<file path="src/rtl/fft_ram_sequencer_if.sv">
// ----------------------------------------------------------------------------
// fft_ram_sequencer_if
// Purpose : groups the circuit-side RAM port and the two FFT-core streaming
//           handshakes driven/consumed by fft_ram_sequencer.
// Signals :
//   mode, write_to_cache, read_ram_to_cache, cir_adr_in, cir_data_in  -> RAM
//   cir_data_out                                                      <- RAM
//   smp_data, smp_valid, smp_last / smp_ready   sample stream to the core
//   res_data, res_valid / res_ready             result stream from the core
// Modports: master = sequencer side, slave = RAM / FFT-core side.
// ----------------------------------------------------------------------------
interface fft_ram_sequencer_if #(
    parameter int unsigned ADDR_W = 12
) ();

    // RAM circuit-side port
    logic              mode;
    logic              write_to_cache;
    logic [ADDR_W-1:0] read_ram_to_cache;
    logic [15:0]       cir_data_out;
    logic [ADDR_W-1:0] cir_adr_in;
    logic [31:0]       cir_data_in;

    // Sample stream towards the FFT core
    logic [15:0]       smp_data;
    logic              smp_valid;
    logic              smp_ready;
    logic              smp_last;

    // Result stream from the FFT core
    logic [31:0]       res_data;
    logic              res_valid;
    logic              res_ready;

    modport master (
        output mode,
        output write_to_cache,
        output read_ram_to_cache,
        input  cir_data_out,
        output cir_adr_in,
        output cir_data_in,
        output smp_data,
        output smp_valid,
        input  smp_ready,
        output smp_last,
        input  res_data,
        input  res_valid,
        output res_ready
    );

    modport slave (
        input  mode,
        input  write_to_cache,
        input  read_ram_to_cache,
        output cir_data_out,
        input  cir_adr_in,
        input  cir_data_in,
        input  smp_data,
        input  smp_valid,
        output smp_ready,
        input  smp_last,
        output res_data,
        output res_valid,
        input  res_ready
    );

endinterface

</file>
<file path="src/rtl/fft_ram_sequencer.sv">
// ----------------------------------------------------------------------------
// fft_ram_sequencer
// Purpose : circuit-side initiator for the shared sample RAM. On i_start it
//           takes the RAM from the AXI side, streams N = 2**N_LOG2 samples to
//           the FFT core in bit-reversed address order, writes the N results
//           back in natural order to addresses 0..N-1, then hands the RAM back
//           and pulses o_done.
// Params  : ADDR_W  RAM address width
//           N_LOG2  log2 of the transform length, legal range 1..ADDR_W
// Ports   : i_clk   clock, all logic on the rising edge
//           i_rst   synchronous active-high reset
//           i_start begin one transform (sampled in IDLE only)
//           o_busy  high in every state except IDLE
//           o_done  one-cycle completion pulse
//           bus     RAM port + sample/result handshakes (master modport)
// ----------------------------------------------------------------------------
module fft_ram_sequencer #(
    parameter int unsigned ADDR_W = 12,
    parameter int unsigned N_LOG2 = 10
) (
    input  logic                i_clk,
    input  logic                i_rst,
    input  logic                i_start,
    output logic                o_busy,
    output logic                o_done,
    fft_ram_sequencer_if.master bus
);

    // idx/wr_idx carry one spare bit so N itself is representable
    localparam int unsigned     IDX_W    = N_LOG2 + 1;
    localparam logic [IDX_W-1:0] LAST_IDX = IDX_W'((1 << N_LOG2) - 1);

    typedef enum logic [2:0] {
        ST_IDLE,
        ST_PRIME,
        ST_LOAD,
        ST_STORE,
        ST_FINISH
    } state_t;

    state_t            r_state;
    state_t            w_state_next;

    logic [IDX_W-1:0]  r_idx;
    logic [IDX_W-1:0]  w_idx_next;
    logic [IDX_W-1:0]  r_wr_idx;
    logic [IDX_W-1:0]  w_wr_idx_next;

    // Registered, state-decoded outputs
    logic              r_busy;
    logic              r_done;
    logic              r_mode;
    logic              r_smp_valid;
    logic              r_smp_last;
    logic              r_res_ready;
    logic              w_busy_next;
    logic              w_done_next;
    logic              w_mode_next;
    logic              w_smp_valid_next;
    logic              w_smp_last_next;
    logic              w_res_ready_next;

    // Same-cycle RAM controls
    logic              w_write_to_cache;
    logic [ADDR_W-1:0] w_cir_adr;
    logic [31:0]       w_cir_data;
    logic [ADDR_W-1:0] w_rd_adr;

    logic              w_smp_hs;
    logic              w_res_hs;

    assign w_smp_hs = r_smp_valid & bus.smp_ready;
    assign w_res_hs = r_res_ready & bus.res_valid;

    // State and counter registers
    always_ff @(posedge i_clk) begin
        if (i_rst) begin
            r_state     <= ST_IDLE;
            r_idx       <= '0;
            r_wr_idx    <= '0;
            r_busy      <= 1'b0;
            r_done      <= 1'b0;
            r_mode      <= 1'b1;
            r_smp_valid <= 1'b0;
            r_smp_last  <= 1'b0;
            r_res_ready <= 1'b0;
        end else begin
            r_state     <= w_state_next;
            r_idx       <= w_idx_next;
            r_wr_idx    <= w_wr_idx_next;
            r_busy      <= w_busy_next;
            r_done      <= w_done_next;
            r_mode      <= w_mode_next;
            r_smp_valid <= w_smp_valid_next;
            r_smp_last  <= w_smp_last_next;
            r_res_ready <= w_res_ready_next;
        end
    end

    // Next-state, counters and RAM strobes
    always_comb begin
        w_state_next     = r_state;
        w_idx_next       = r_idx;
        w_wr_idx_next    = r_wr_idx;
        // Any circuit-owned cycle that is not a committed write must read,
        // otherwise the RAM would write whatever sits on its write port.
        w_write_to_cache = 1'b1;
        w_cir_adr        = '0;
        w_cir_data       = '0;

        unique case (r_state)
            ST_IDLE: begin
                w_write_to_cache = 1'b0;
                if (i_start) begin
                    w_state_next  = ST_PRIME;
                    w_idx_next    = '0;
                    w_wr_idx_next = '0;
                end
            end

            ST_PRIME: begin
                w_state_next = ST_LOAD;
            end

            ST_LOAD: begin
                if (w_smp_hs) begin
                    if (r_idx == LAST_IDX) begin
                        w_state_next = ST_STORE;
                    end else begin
                        w_idx_next = r_idx + IDX_W'(1);
                    end
                end
            end

            ST_STORE: begin
                if (w_res_hs) begin
                    w_write_to_cache = 1'b0;
                    w_cir_adr        = ADDR_W'(r_wr_idx);
                    w_cir_data       = bus.res_data;
                    if (r_wr_idx == LAST_IDX) begin
                        w_state_next = ST_FINISH;
                    end else begin
                        w_wr_idx_next = r_wr_idx + IDX_W'(1);
                    end
                end
            end

            ST_FINISH: begin
                w_write_to_cache = 1'b0;
                w_state_next     = ST_IDLE;
            end

            default: begin
                w_write_to_cache = 1'b0;
                w_state_next     = ST_IDLE;
            end
        endcase

        // Registered outputs follow the state being entered
        w_busy_next      = (w_state_next != ST_IDLE);
        w_done_next      = (w_state_next == ST_FINISH);
        w_mode_next      = (w_state_next == ST_IDLE) || (w_state_next == ST_FINISH);
        w_smp_valid_next = (w_state_next == ST_LOAD);
        w_smp_last_next  = (w_state_next == ST_LOAD) && (w_idx_next == LAST_IDX);
        w_res_ready_next = (w_state_next == ST_STORE);
    end

    // Read address is bitrev(idx_next) so read data lines up with idx next cycle
    for (genvar g = 0; g < ADDR_W; g++) begin : g_rev
        if (g < N_LOG2) begin : g_bit
            assign w_rd_adr[g] = w_idx_next[N_LOG2-1-g];
        end else begin : g_zero
            assign w_rd_adr[g] = 1'b0;
        end
    end

    assign o_busy                = r_busy;
    assign o_done                = r_done;

    assign bus.mode              = r_mode;
    assign bus.write_to_cache    = w_write_to_cache;
    assign bus.read_ram_to_cache = w_rd_adr;
    assign bus.cir_adr_in        = w_cir_adr;
    assign bus.cir_data_in       = w_cir_data;

    assign bus.smp_data          = bus.cir_data_out;
    assign bus.smp_valid         = r_smp_valid;
    assign bus.smp_last          = r_smp_last;
    assign bus.res_ready         = r_res_ready;

endmodule

</file>
<file path="src/flat_wrapper.sv">
// flat-port wrapper written by rule: the top's interface ports become plain ports
module fft_ram_sequencer_flat 
#(
    parameter int unsigned ADDR_W = 12,
    parameter int unsigned N_LOG2 = 10
)
  (i_clk, i_rst, i_start, o_busy, o_done, bus_mode, bus_write_to_cache, bus_read_ram_to_cache, bus_cir_data_out, bus_cir_adr_in, bus_cir_data_in, bus_smp_data, bus_smp_valid, bus_smp_ready, bus_smp_last, bus_res_data, bus_res_valid, bus_res_ready);
  fft_ram_sequencer_if #(.ADDR_W(ADDR_W)) bus_i ();
  input  logic i_clk;
  input  logic i_rst;
  input  logic i_start;
  output logic o_busy;
  output logic o_done;
  output wire logic [$bits(bus_i.mode)-1:0] bus_mode;
  output wire logic [$bits(bus_i.write_to_cache)-1:0] bus_write_to_cache;
  output wire logic [$bits(bus_i.read_ram_to_cache)-1:0] bus_read_ram_to_cache;
  input wire logic [$bits(bus_i.cir_data_out)-1:0] bus_cir_data_out;
  output wire logic [$bits(bus_i.cir_adr_in)-1:0] bus_cir_adr_in;
  output wire logic [$bits(bus_i.cir_data_in)-1:0] bus_cir_data_in;
  output wire logic [$bits(bus_i.smp_data)-1:0] bus_smp_data;
  output wire logic [$bits(bus_i.smp_valid)-1:0] bus_smp_valid;
  input wire logic [$bits(bus_i.smp_ready)-1:0] bus_smp_ready;
  output wire logic [$bits(bus_i.smp_last)-1:0] bus_smp_last;
  input wire logic [$bits(bus_i.res_data)-1:0] bus_res_data;
  input wire logic [$bits(bus_i.res_valid)-1:0] bus_res_valid;
  output wire logic [$bits(bus_i.res_ready)-1:0] bus_res_ready;
  assign bus_mode = bus_i.mode;
  assign bus_write_to_cache = bus_i.write_to_cache;
  assign bus_read_ram_to_cache = bus_i.read_ram_to_cache;
  assign bus_i.cir_data_out = bus_cir_data_out;
  assign bus_cir_adr_in = bus_i.cir_adr_in;
  assign bus_cir_data_in = bus_i.cir_data_in;
  assign bus_smp_data = bus_i.smp_data;
  assign bus_smp_valid = bus_i.smp_valid;
  assign bus_i.smp_ready = bus_smp_ready;
  assign bus_smp_last = bus_i.smp_last;
  assign bus_i.res_data = bus_res_data;
  assign bus_i.res_valid = bus_res_valid;
  assign bus_res_ready = bus_i.res_ready;
  fft_ram_sequencer #(.ADDR_W(ADDR_W), .N_LOG2(N_LOG2)) u_core (.i_clk(i_clk), .i_rst(i_rst), .i_start(i_start), .o_busy(o_busy), .o_done(o_done), .bus(bus_i));
endmodule
</file>
<file path="config.mk">
export PLATFORM = sky130hd
export DESIGN_NAME = fft_ram_sequencer_flat
export DESIGN_NICKNAME = d
export VERILOG_FILES = /design/src/rtl/fft_ram_sequencer_if.sv /design/src/rtl/fft_ram_sequencer.sv /design/src/flat_wrapper.sv
export SDC_FILE = /design/constraint.sdc
export NUM_CORES = 1
export LEC_CHECK = 0
export CAP_MARGIN = 0
export CORE_MARGIN = 2
export CORE_UTILIZATION = 34
export DETAILED_ROUTE_END_ITERATION = 10
export PLACE_DENSITY = 0.87
export SKIP_LAST_GASP = 1
export SLEW_MARGIN = 0
export SYNTH_ARGS = -nofsm -noshare
export SYNTH_HDL_FRONTEND = slang
export SYNTH_SLANG_ARGS = --single-unit
</file>
<file path="constraint.sdc">
create_clock -name i_clk -period 2.1 [get_ports i_clk]
set_input_delay 0.21 -clock i_clk [delete_from_list [all_inputs] [get_ports i_clk]]
set_output_delay 0.21 -clock i_clk [all_outputs]
set_load 0.005 [all_outputs]
</file>
After elaboration in Yosys (flattened, before gate mapping). Cells that the tools add are included.

$add $sub $neg: 2. Equal/unequal tests: 12. Muxes and demuxes: 20. Bitwise operators: 2. Reductions and logical operators: 8.

Operators with widths (count): $mux W11 (7); $mux W32 (2); $pmux W11 S2 (2); $eq A11 B10 Y1 const B (3); $add A11 B1 Y11 const B (2); $mux W3 (5); $eq A3 B2 Y1 const B (4); $mux W12 (1); $pmux W3 S4 (1); $logic_not A3 Y1 (2); $ne A2 B2 Y1 const B (2); $reduce_and A4 Y1 (1); $eq A3 B1 Y1 const B (1); $eq A3 B3 Y1 const B (1); $reduce_bool A3 Y1 (1); $and A1 B1 Y1 (2); $ne A2 B1 Y1 const B (1); $pmux W1 S2 (1); $reduce_bool A2 Y1 (1); $reduce_or A2 Y1 (1); $logic_and A1 B1 Y1 (1); $logic_or A1 B1 Y1 (1); $mux W1 (1).

Register bits: 31. Bits of input ports: 53. Output and inout port bits: 79. Logic and storage cells: 53.

Depth between registers and ports, before layout. Gate-level depths: netlist of the first run.

Depth in word-level cells: 6. Depth in mapped cells: 8. Gate-level depth less buffers: 7.

Worst setup path after synthesis of the first run. Ideal clock, no wire load.

Path kind: reg2out. From: register u_core.r_state[0]. To: output bus_read_ram_to_cache[1]. Arrival time: 1791 ps. Required time: 1890 ps. Path slack: 99 ps. Cell stages (with the launch flop): 7. Path buffers: 2. Cell sequence: dfxtp_1 > buf_6 > or3b_4 > or4b_4 > o211ai_1 > o21ai_2 > buf_4.

Cells in the longest elaborated chain, start to end: 2. Elaborated cells between the ends (all ways): 3. Those cells by class: eq/ne (1); mux (1); reduce/logical (1).

RTL lines: from (decl) (RTL line fft_ram_sequencer.sv:41) `state_t r_state;`; from (signal assigned) (RTL line fft_ram_sequencer.sv:88) `r_state <= w_state_next;`; $eq A3 B2 Y1 or $logic_not A3 Y1 (tied branches) (RTL line fft_ram_sequencer.sv:111) `unique case (r_state)`; $pmux W11 S2 * (RTL line fft_ram_sequencer.sv:111); to (decl) (RTL line flat_wrapper.sv:16) `output wire logic [$bits(bus_i.read_ram_to_cache)-1:0] bus_read_ram_to_cache;`.

Every way passes the cells marked *; elsewhere a longest branch is shown, timed or not.

Worst setup path after layout of the first run.
From: register u_core.r_state[0]. To: output bus_cir_data_in[23].

Cells in the longest elaborated chain, start to end: 2.

RTL lines: $eq A3 B2 Y1 (RTL line fft_ram_sequencer.sv:111); $mux W32 (RTL line fft_ram_sequencer.sv:111); to (decl) (RTL line flat_wrapper.sv:19) `output wire logic [$bits(bus_i.cir_data_in)-1:0] bus_cir_data_in;`.

Every way passes these cells.

==> metrics.log, run 1 <==
[metrics] filler cell count in the final layout: 508
[metrics] share of cells above drive strength 1: between 30% and 40%
[metrics] fraction of synthesis flops using an asynchronous set or reset pin: 0%
[metrics] data arrival time of the worst path: between 2 and 2.5 ns
[metrics] crit path capture type: output port
[metrics] clock root buffer master: clkbuf_8
[metrics] synth unique cells: 46
[metrics] maximum clock path buffer count: 2
[metrics] grt ovf: 0
[metrics] Yosys warnings: 0
[metrics] maximum fanout along the worst path: 14
[metrics] Inst Count DP: 452
[metrics] residual DRC count: 0
[metrics] number of endpoints failing setup at the final stage: 53
[metrics] Port-buffer cells: 96
[metrics] number of instances in the synthesized netlist: around 270
[metrics] part of the total power dissipated in combinational logic: between 20% and 30%
[metrics] clock network latency to the later pin of the worst-skew pair: around 0.30 ns
[metrics] Detail Route Antenna Nets: 0
[metrics] CTS H-tree depth: 2
[metrics] routed vias: 2,478
[metrics] TritonCTS clock tree: done
[metrics] global-route wire length before repair: 11,100 um
[metrics] detailed-route wire length: 7310 um
[metrics] Pre-antenna DRT Iters: 4
[metrics] violations in the final reports: setup timing
[metrics] pin slew with the least headroom to its limit: 0.672 ns
[metrics] Seq cells post-synth: 31
[metrics] number of max-capacitance violations reported: 0
[metrics] number of clock buffers inserted by TritonCTS: 5
[metrics] flip-flop cell with the highest count after synthesis: dfxtp_1
[metrics] GRT Util Overall: 21.2%
[metrics] number of cell rows: 28
[metrics] wire length per cell after detailed routing: around 15 um
[metrics] Fin Setup TNS: -4.56 ns
[metrics] count of routing violations after the opening detailed-route iteration: 155
[metrics] layout net count: ~470
[metrics] Final Instance Count excl. Fillers: between 400 and 500
[metrics] Max-slew headroom: approximately 55%
[metrics] clock share of power: 34.8%
[metrics] commonest cells after routing, fill and taps aside: 84 x clkdlybuf4s50_1, 65 x buf_4, 46 x and2_1, 24 x dfxtp_1
[metrics] share of Yosys cell area claimed by the top area cell type: 29.5%
[metrics] clock-pin slew on the worst setup and hold paths: 0.07 ns
[metrics] class of the tightest hold or removal check: in -> out
[metrics] Crit Path Category: reg -> out
[metrics] number of top-level pins: 132
[metrics] area added between synthesis and finish: 79.5%
[metrics] total area of multi-input combinational cells: 1400 um^2
[metrics] maximum ir drop on the vdd rail: 0.000326 V
[metrics] Die Span Y: 82.7 um
[metrics] top cells by area in the synthesized netlist: dfxtp_1 29%, and2_1 14%, buf_4 10%
[metrics] mapped cell area: 2110 um^2
[metrics] post-route standard cell area excluding fillers: ~3800 um^2
[metrics] total clock sinks: 31
[metrics] cell area after placement: between 3000 and 4000 um^2
[metrics] via count of the first global-routing pass: 2,414
[metrics] most frequent standard cell in the layout excluding fill and tap cells: clkdlybuf4s50_1
[metrics] average size of a mapped cell: 7.72 um^2
[metrics] net switching fraction of the power: ~28%
[metrics] crit path setup slack, layout: -0.132 ns
[metrics] estimated wirelength of the detail-placed design: 4890 um
[metrics] antenna violations before repair: 0
[metrics] run status: finished with violations
[metrics] DR vias/cell: between 5 and 6
[metrics] number of max-slew violations in the final report: 0
[metrics] data required time at the worst endpoint: 1.89 ns
[metrics] weighted congestion at the end of routability-driven global placement: around 0.93
[metrics] maximum number of pins on one net before global-route repair: 29
[metrics] hold bufs inserted after CTS: 0
[metrics] combined flip-flop and latch cell area: 632 um^2
[metrics] cell with the largest stage delay on the worst path: clkdlybuf4s50_1
[metrics] PD cells: 375 nW/um^2
[metrics] area of the die: 6840 um^2
[metrics] type of element launching the critical path: flop
[metrics] ordered cell list for the critical path: buf_4, buf_4, nand3b_1, nor2_4, buf_4, and2_1, clkdlybuf4s50_1
[metrics] antenna cells: 0
[metrics] part of the power in registers: 43.0%
[metrics] part of the Yosys area used for sequential elements: 29.5%
[metrics] Layout Skew: 0.0128 ns
[metrics] time the final worst path needs with I/O delays and setup: 2.23 ns
[metrics] cell taking the most area after synthesis: dfxtp_1
[metrics] NetSw: 401 uW
[metrics] Fin. Hold Viols: 0
[metrics] Critical Path Max Stage Delay: 0.50 ns
[metrics] Placeable Area: 5960 um^2
[metrics] crit-path most repeated cell: buf_4
[metrics] Final period util: 106%
[metrics] Leakage: approximately 0.0015 uW
[metrics] effective utilization at floorplan: 35.4%
[metrics] number of enable-type register cells in the synthesized netlist: 0
[metrics] Max Clk Rate: 0.448 GHz
[metrics] Cell Int Power: 1020 uW
[metrics] RSZ-0062 raised after global routing: true
[metrics] width of the die: roughly 83 um
[what timing repair did]
action / 4_1_cts / 5_1_grt
setup endpoints to repair: 55 / 64
resized for setup: 81 / 30
cloned: 0 / 1
pin swaps: 23 / 21
setup buffers: 21 / 12
[through the flow]
step	util [%]	total power (uW)	hold slack (ns)	setup WS (ns)
after floorplan	-	747	0.383	0.0989
after global placement	54.6	875	0.420	-0.415
after detailed placement	54.6	880	0.420	-0.439
after CTS	60.6	1400	0.420	-0.116
after global routing	63.5	1470	0.420	-0.216
final	63.5	1420	0.420	-0.132
[per-layer routing]
metal	global-route usage (%)	part of all wire [%]	vias to the layer above
li1	-	-	1191
met1	23.5	39	1150
met2	38.2	51	111
met3	5.76	7.6	26
met4	8.52	2.9	0
met5	0	0	-
[cell type report]
class                           instances  area share (%)
Multi-Input combinational cell        197            36.9
Clock buffer                            5            1.82
Clock inverter                          3           0.529
Inverter                                5           0.496
Tap cell                               75            2.48
Sequential cell                        31            16.7
Timing Repair Buffer                  174            41.1
[power by group through the flow]
stage / Combinational, uW / Clock [uW] / Sequential, uW
floorplan: 123 / 0 / 624
global placement: 251 / 0 / 625
detailed placement: 255 / 0 / 625
CTS: 295 / 492 / 611
global route: 337 / 521 / 611
finish: 315 / 495 / 610
[state kept, by name, summed over array words and instances, names as in the netlist]
name	cells
u_core.bus.mode	1
u_core.r_wr_idx	11
u_core.bus.smp_valid	1
u_core.r_idx	11
u_core.o_done	1
u_core.o_busy	1
u_core.r_state	3
u_core.bus.smp_last	1
u_core.bus.res_ready	1
[cells in the mapped netlist (all sizes together), types with 2 or more instances]
master	number
a31o	2
o21ai	12
o211ai	2
nand2b	6
and4	2
ha	2
a21oi	12
a31oi	4
or4b	2
nand2	15
xnor2	5
nor2b	10
nor4	3
and3	5
nand3	8
dfxtp	31
clkbuf	9
nor2	16
nor3b	3
nor4b	2
nor3	13
inv	5
buf	33
nand4	7
and2	46
or3	3
[worst max-delay path: cells and delay by family, from the launching register on]
family	cells	cell delay, ns
and+or+nand+nor	3	0.46
DFF	1	0.33
buffers and inverters	4	0.92
[cell families after synthesis]
family | count (synthesis) | synth area share (%)
AOI/OAI and AO/OA | 41 | 12.4
xor gates and xnor gates | 5 | 2.08
adders and majority gates | 2 | 1.19
buffers and inverters | 47 | 14.1
DFF | 31 | 29.5
other | 1 | 0.178
and+or+nand+nor | 146 | 40.6
[path summary, 6_finish.rpt]
kind / start / end / slack, ns / cells past startpoint
worst max register to register: u_core.r_idx[1]$_SDFF_PP0_ / u_core.bus.smp_last$_SDFF_PP0_ / -0.09 / 9
worst max-delay path: u_core.r_state[0]$_SDFF_PP0_ / bus_cir_data_in[23] / -0.13 / 7
worst min-delay path: bus_cir_data_out[0] / bus_smp_data[0] / 0.42 / 0
worst min register to register: u_core.r_idx[10]$_SDFF_PP0_ / u_core.r_idx[10]$_SDFF_PP0_ / 0.49 / 2
No activity file was read; power rests on OpenSTA's default activity.
==> run 2: changes to the inputs <==
CAP_MARGIN = 20   (was 0)
CORE_ASPECT_RATIO = 0.75   (was unset)
==> metrics.log, run 2 (synthesized netlist as in run 1, its figures left out) <==
[metrics] Detail Route Antenna Nets: 0 (unchanged)
[metrics] number of endpoints failing setup at the final stage: 49 (-7.5%)
[metrics] layout net count: 463 (-1.3%)
[metrics] clock share of power: 39.8% (+5.0 points)
[metrics] CTS H-tree depth: 2 (unchanged)
[metrics] cell area after placement: 3290 um^2 (+1.2%)
[metrics] Placeable Area: 5890 um^2 (-1.2%)
[metrics] via count of the first global-routing pass: 2,486 (+3.0%)
[metrics] number of buffers and inverters on the critical path: 3 (-1)
[metrics] data required time at the worst endpoint: 1.89 ns (about the same)
[metrics] most frequent standard cell in the layout excluding fill and tap cells: clkdlybuf4s50_1
[metrics] Layout Skew: 0.00825 ns (-0.00454 ns)
[metrics] setup slack of the most critical reg-to-reg path: -0.06 ns (+0.03 ns)
[metrics] width of the die: 94.9 um (+15%)
[metrics] antenna cells: 0 (unchanged)
[metrics] family of cells with the greatest summed delay on the critical path: buffers and inverters
[metrics] clock root buffer master: clkbuf_8
[metrics] post-route standard cell area excluding fillers: 3750 um^2 (-0.89%)
[metrics] routed vias: 2,494 (+0.65%)
[metrics] Cell Int Power: 1180 uW (+16%)
[metrics] area of the die: 6850 um^2 (about the same)
[metrics] cell with the largest stage delay on the worst path: clkdlybuf4s50_1
[metrics] global-route wire length before repair: 11,600 um (+4.7%)
[metrics] estimated wirelength of the detail-placed design: 5100 um (+4.2%)
[metrics] Crit Path Category: reg -> out
[metrics] maximum ir drop on the vdd rail: 0.000222 V (-32%)
[metrics] class of the tightest hold or removal check: in -> out
[metrics] ordered cell list for the critical path: buf_4, nand3b_1, nor2_2, buf_12, and2_1, clkdlybuf4s50_1
[metrics] worst slack at placement: -0.337 ns (+0.101 ns)
[metrics] Die Span Y: 72.2 um (-13%)
[metrics] clock network latency to the later pin of the worst-skew pair: 0.29 ns (about the same)
[metrics] Leakage: 0.00153 uW (-1.5%)
[metrics] data arrival time of the worst path: 2.02 ns (about the same)
[metrics] grt ovf: 0 (unchanged)
[metrics] maximum number of pins on one net before global-route repair: 47 (+62%)
[metrics] weighted congestion at the end of routability-driven global placement: 0.930 (-0.28%)
[metrics] Pre-antenna DRT Iters: 4 (unchanged)
[metrics] filler cell count in the final layout: 470 (-7.5%)
[metrics] number of max-slew violations in the final report: 0 (unchanged)
[metrics] Max Clk Rate: 0.449 GHz (+0.26%)
[metrics] number of max-capacitance violations reported: 0 (unchanged)
[metrics] NetSw: 383 uW (-4.5%)
[metrics] antenna violations before repair: 0 (unchanged)
[metrics] crit path capture type: output port
[metrics] time the final worst path needs with I/O delays and setup: 2.23 ns (-0.00583 ns)
[metrics] TritonCTS clock tree: done
[metrics] violations in the final reports: setup timing
[metrics] detailed-route wire length: 7930 um (+8.5%)
[metrics] number of cell rows: 24 (-14%)
[metrics] part of the total power dissipated in combinational logic: 21.1% (-1.1 points)
[metrics] Port-buffer cells: 96 (unchanged)
[metrics] Critical Path Max Stage Delay: 0.54 ns (+0.04 ns)
[metrics] PD cells: 416 nW/um^2 (+11%)
[metrics] combined flip-flop and latch cell area: 637 um^2 (+0.79%)
[metrics] biggest registers after layout: u_core.r_idx x11, u_core.r_wr_idx x11, u_core.r_state x3
[metrics] number of clock buffers inserted by TritonCTS: 5 (unchanged)
[metrics] total clock sinks: 31 (unchanged)
[metrics] share of cells above drive strength 1: 32.0% (-1.5 points)
[metrics] maximum fanout along the worst path: 46 (+32)
[metrics] Fin. Hold Viols: 0 (unchanged)
[metrics] part of the power in registers: 39.1% (-3.9 points)
[metrics] clock-pin slew on the worst setup and hold paths: 0.07 ns (about the same)
[metrics] DR vias/cell: 5.12 (+1.3%)
[metrics] maximum clock path buffer count: 2 (unchanged)
[metrics] count of routing violations after the opening detailed-route iteration: 147 (-5.2%)
[metrics] net switching fraction of the power: 24.5% (-3.7 points)
[metrics] run status: finished with violations
[metrics] pin slew with the least headroom to its limit: 0.503 ns (-0.168 ns)
[metrics] GRT Util Overall: 21.6% (+0.35 points)
[metrics] fraction of the core area covered by cells at the end of the flow: 63.7% (+0.18 points)
[metrics] RSZ-0062 raised after global routing: true
[metrics] crit path setup slack, layout: -0.126 ns (+0.00582 ns)
[metrics] area added between synthesis and finish: 77.9%
[metrics] residual DRC count: 0 (unchanged)
[metrics] commonest cells after routing, fill and taps aside: 84 x clkdlybuf4s50_1, 62 x buf_4, 45 x and2_1, 24 x dfxtp_1
[metrics] total area of multi-input combinational cells: 1380 um^2 (-0.99%)
[metrics] Max-slew headroom: 66.4% (+11 points)
[metrics] Final period util: 106% (-0.28 points)
[metrics] number of top-level pins: 132 (unchanged)
[metrics] type of element launching the critical path: flop
[metrics] wire length per cell after detailed routing: 16.3 um (+9.2%)
[metrics] effective utilization at floorplan: 35.8% (+0.42 points)
==> run 2: cell types whose count changed in the layout (fill, tap and decap cells not counted), moves of 3 or more <==
cell,change
buf_2,-3
o21ai_1,+4
clkbuf_2,+4
nor3_2,+4
buf_4,-3
buf_6,-4
==> run 2: repair_timing <==
action                                  4_1_cts  5_1_grt
hold buffers                                  0        0
resized for setup                            61       35
endpoints found under the setup margin       55       55
setup buffers                                12        9
pin swaps                                    16       21
==> run 2: final cells by class <==
class	instances	share of cell area (%)
clock buffers	6	2.20
clock inverters	2	0.935
inverters	5	0.501
multi-input cells	197	36.9
flip-flops and latches	31	17.0
well taps	78	2.60
repair buffers	168	39.9
==> run 2: per-stage QoR <==
stage / cells / setup TNS, ns / power, uW / hold slack [ns]
floorplan: 275 / 0 / 747 / 0.383
global placement: 458 / -2.76 / 888 / 0.420
detailed placement: 458 / -3.03 / 893 / 0.420
CTS: 478 / -3.59 / 1540 / 0.420
global route: 487 / -7.65 / 1620 / 0.420
finish: 487 / -3.67 / 1560 / 0.420
==> run 2: worst reg2reg max path, stage by stage (launching register included) <==
cell and delay [ns]:
dfxtp_2 0.34, or3b_4 0.41, buf_6 0.15, buf_6 0.12, nor3_4 0.12, o21ai_1 0.09, a31oi_1 0.26, buf_4 0.17
nand4_1 0.13, nor4bb_1 0.29
==> run 2: final timing paths <==
path,from,to,depth (start not counted)
worst max-delay path,u_core.r_state[2]$_SDFF_PP0_,bus_cir_adr_in[0],6
worst min-delay path,bus_cir_data_out[10],bus_smp_data[10],0
worst max register to register,u_core.r_state[0]$_SDFF_PP0_,u_core.bus.smp_last$_SDFF_PP0_,9
worst min register to register,u_core.r_idx[10]$_SDFF_PP0_,u_core.r_idx[10]$_SDFF_PP0_,2
==> run 2: per-layer routing <==
layer / track usage (%) / up-vias / wire length (um)
li1: - / 1182 / -
met1: 24.1 / 1169 / 3200
met2: 38.1 / 118 / 3930
met3: 6.23 / 25 / 564
met4: 9.98 / 0 / 242
met5: 0 / - / 0
==> run 2: power groups by stage <==
stage	clock [uW]	sequential (uW)	combinational, uW
finish	622	610	330
global route	657	611	351
CTS	628	612	295
detailed placement	0	626	268
global placement	0	626	262
floorplan	0	624	123
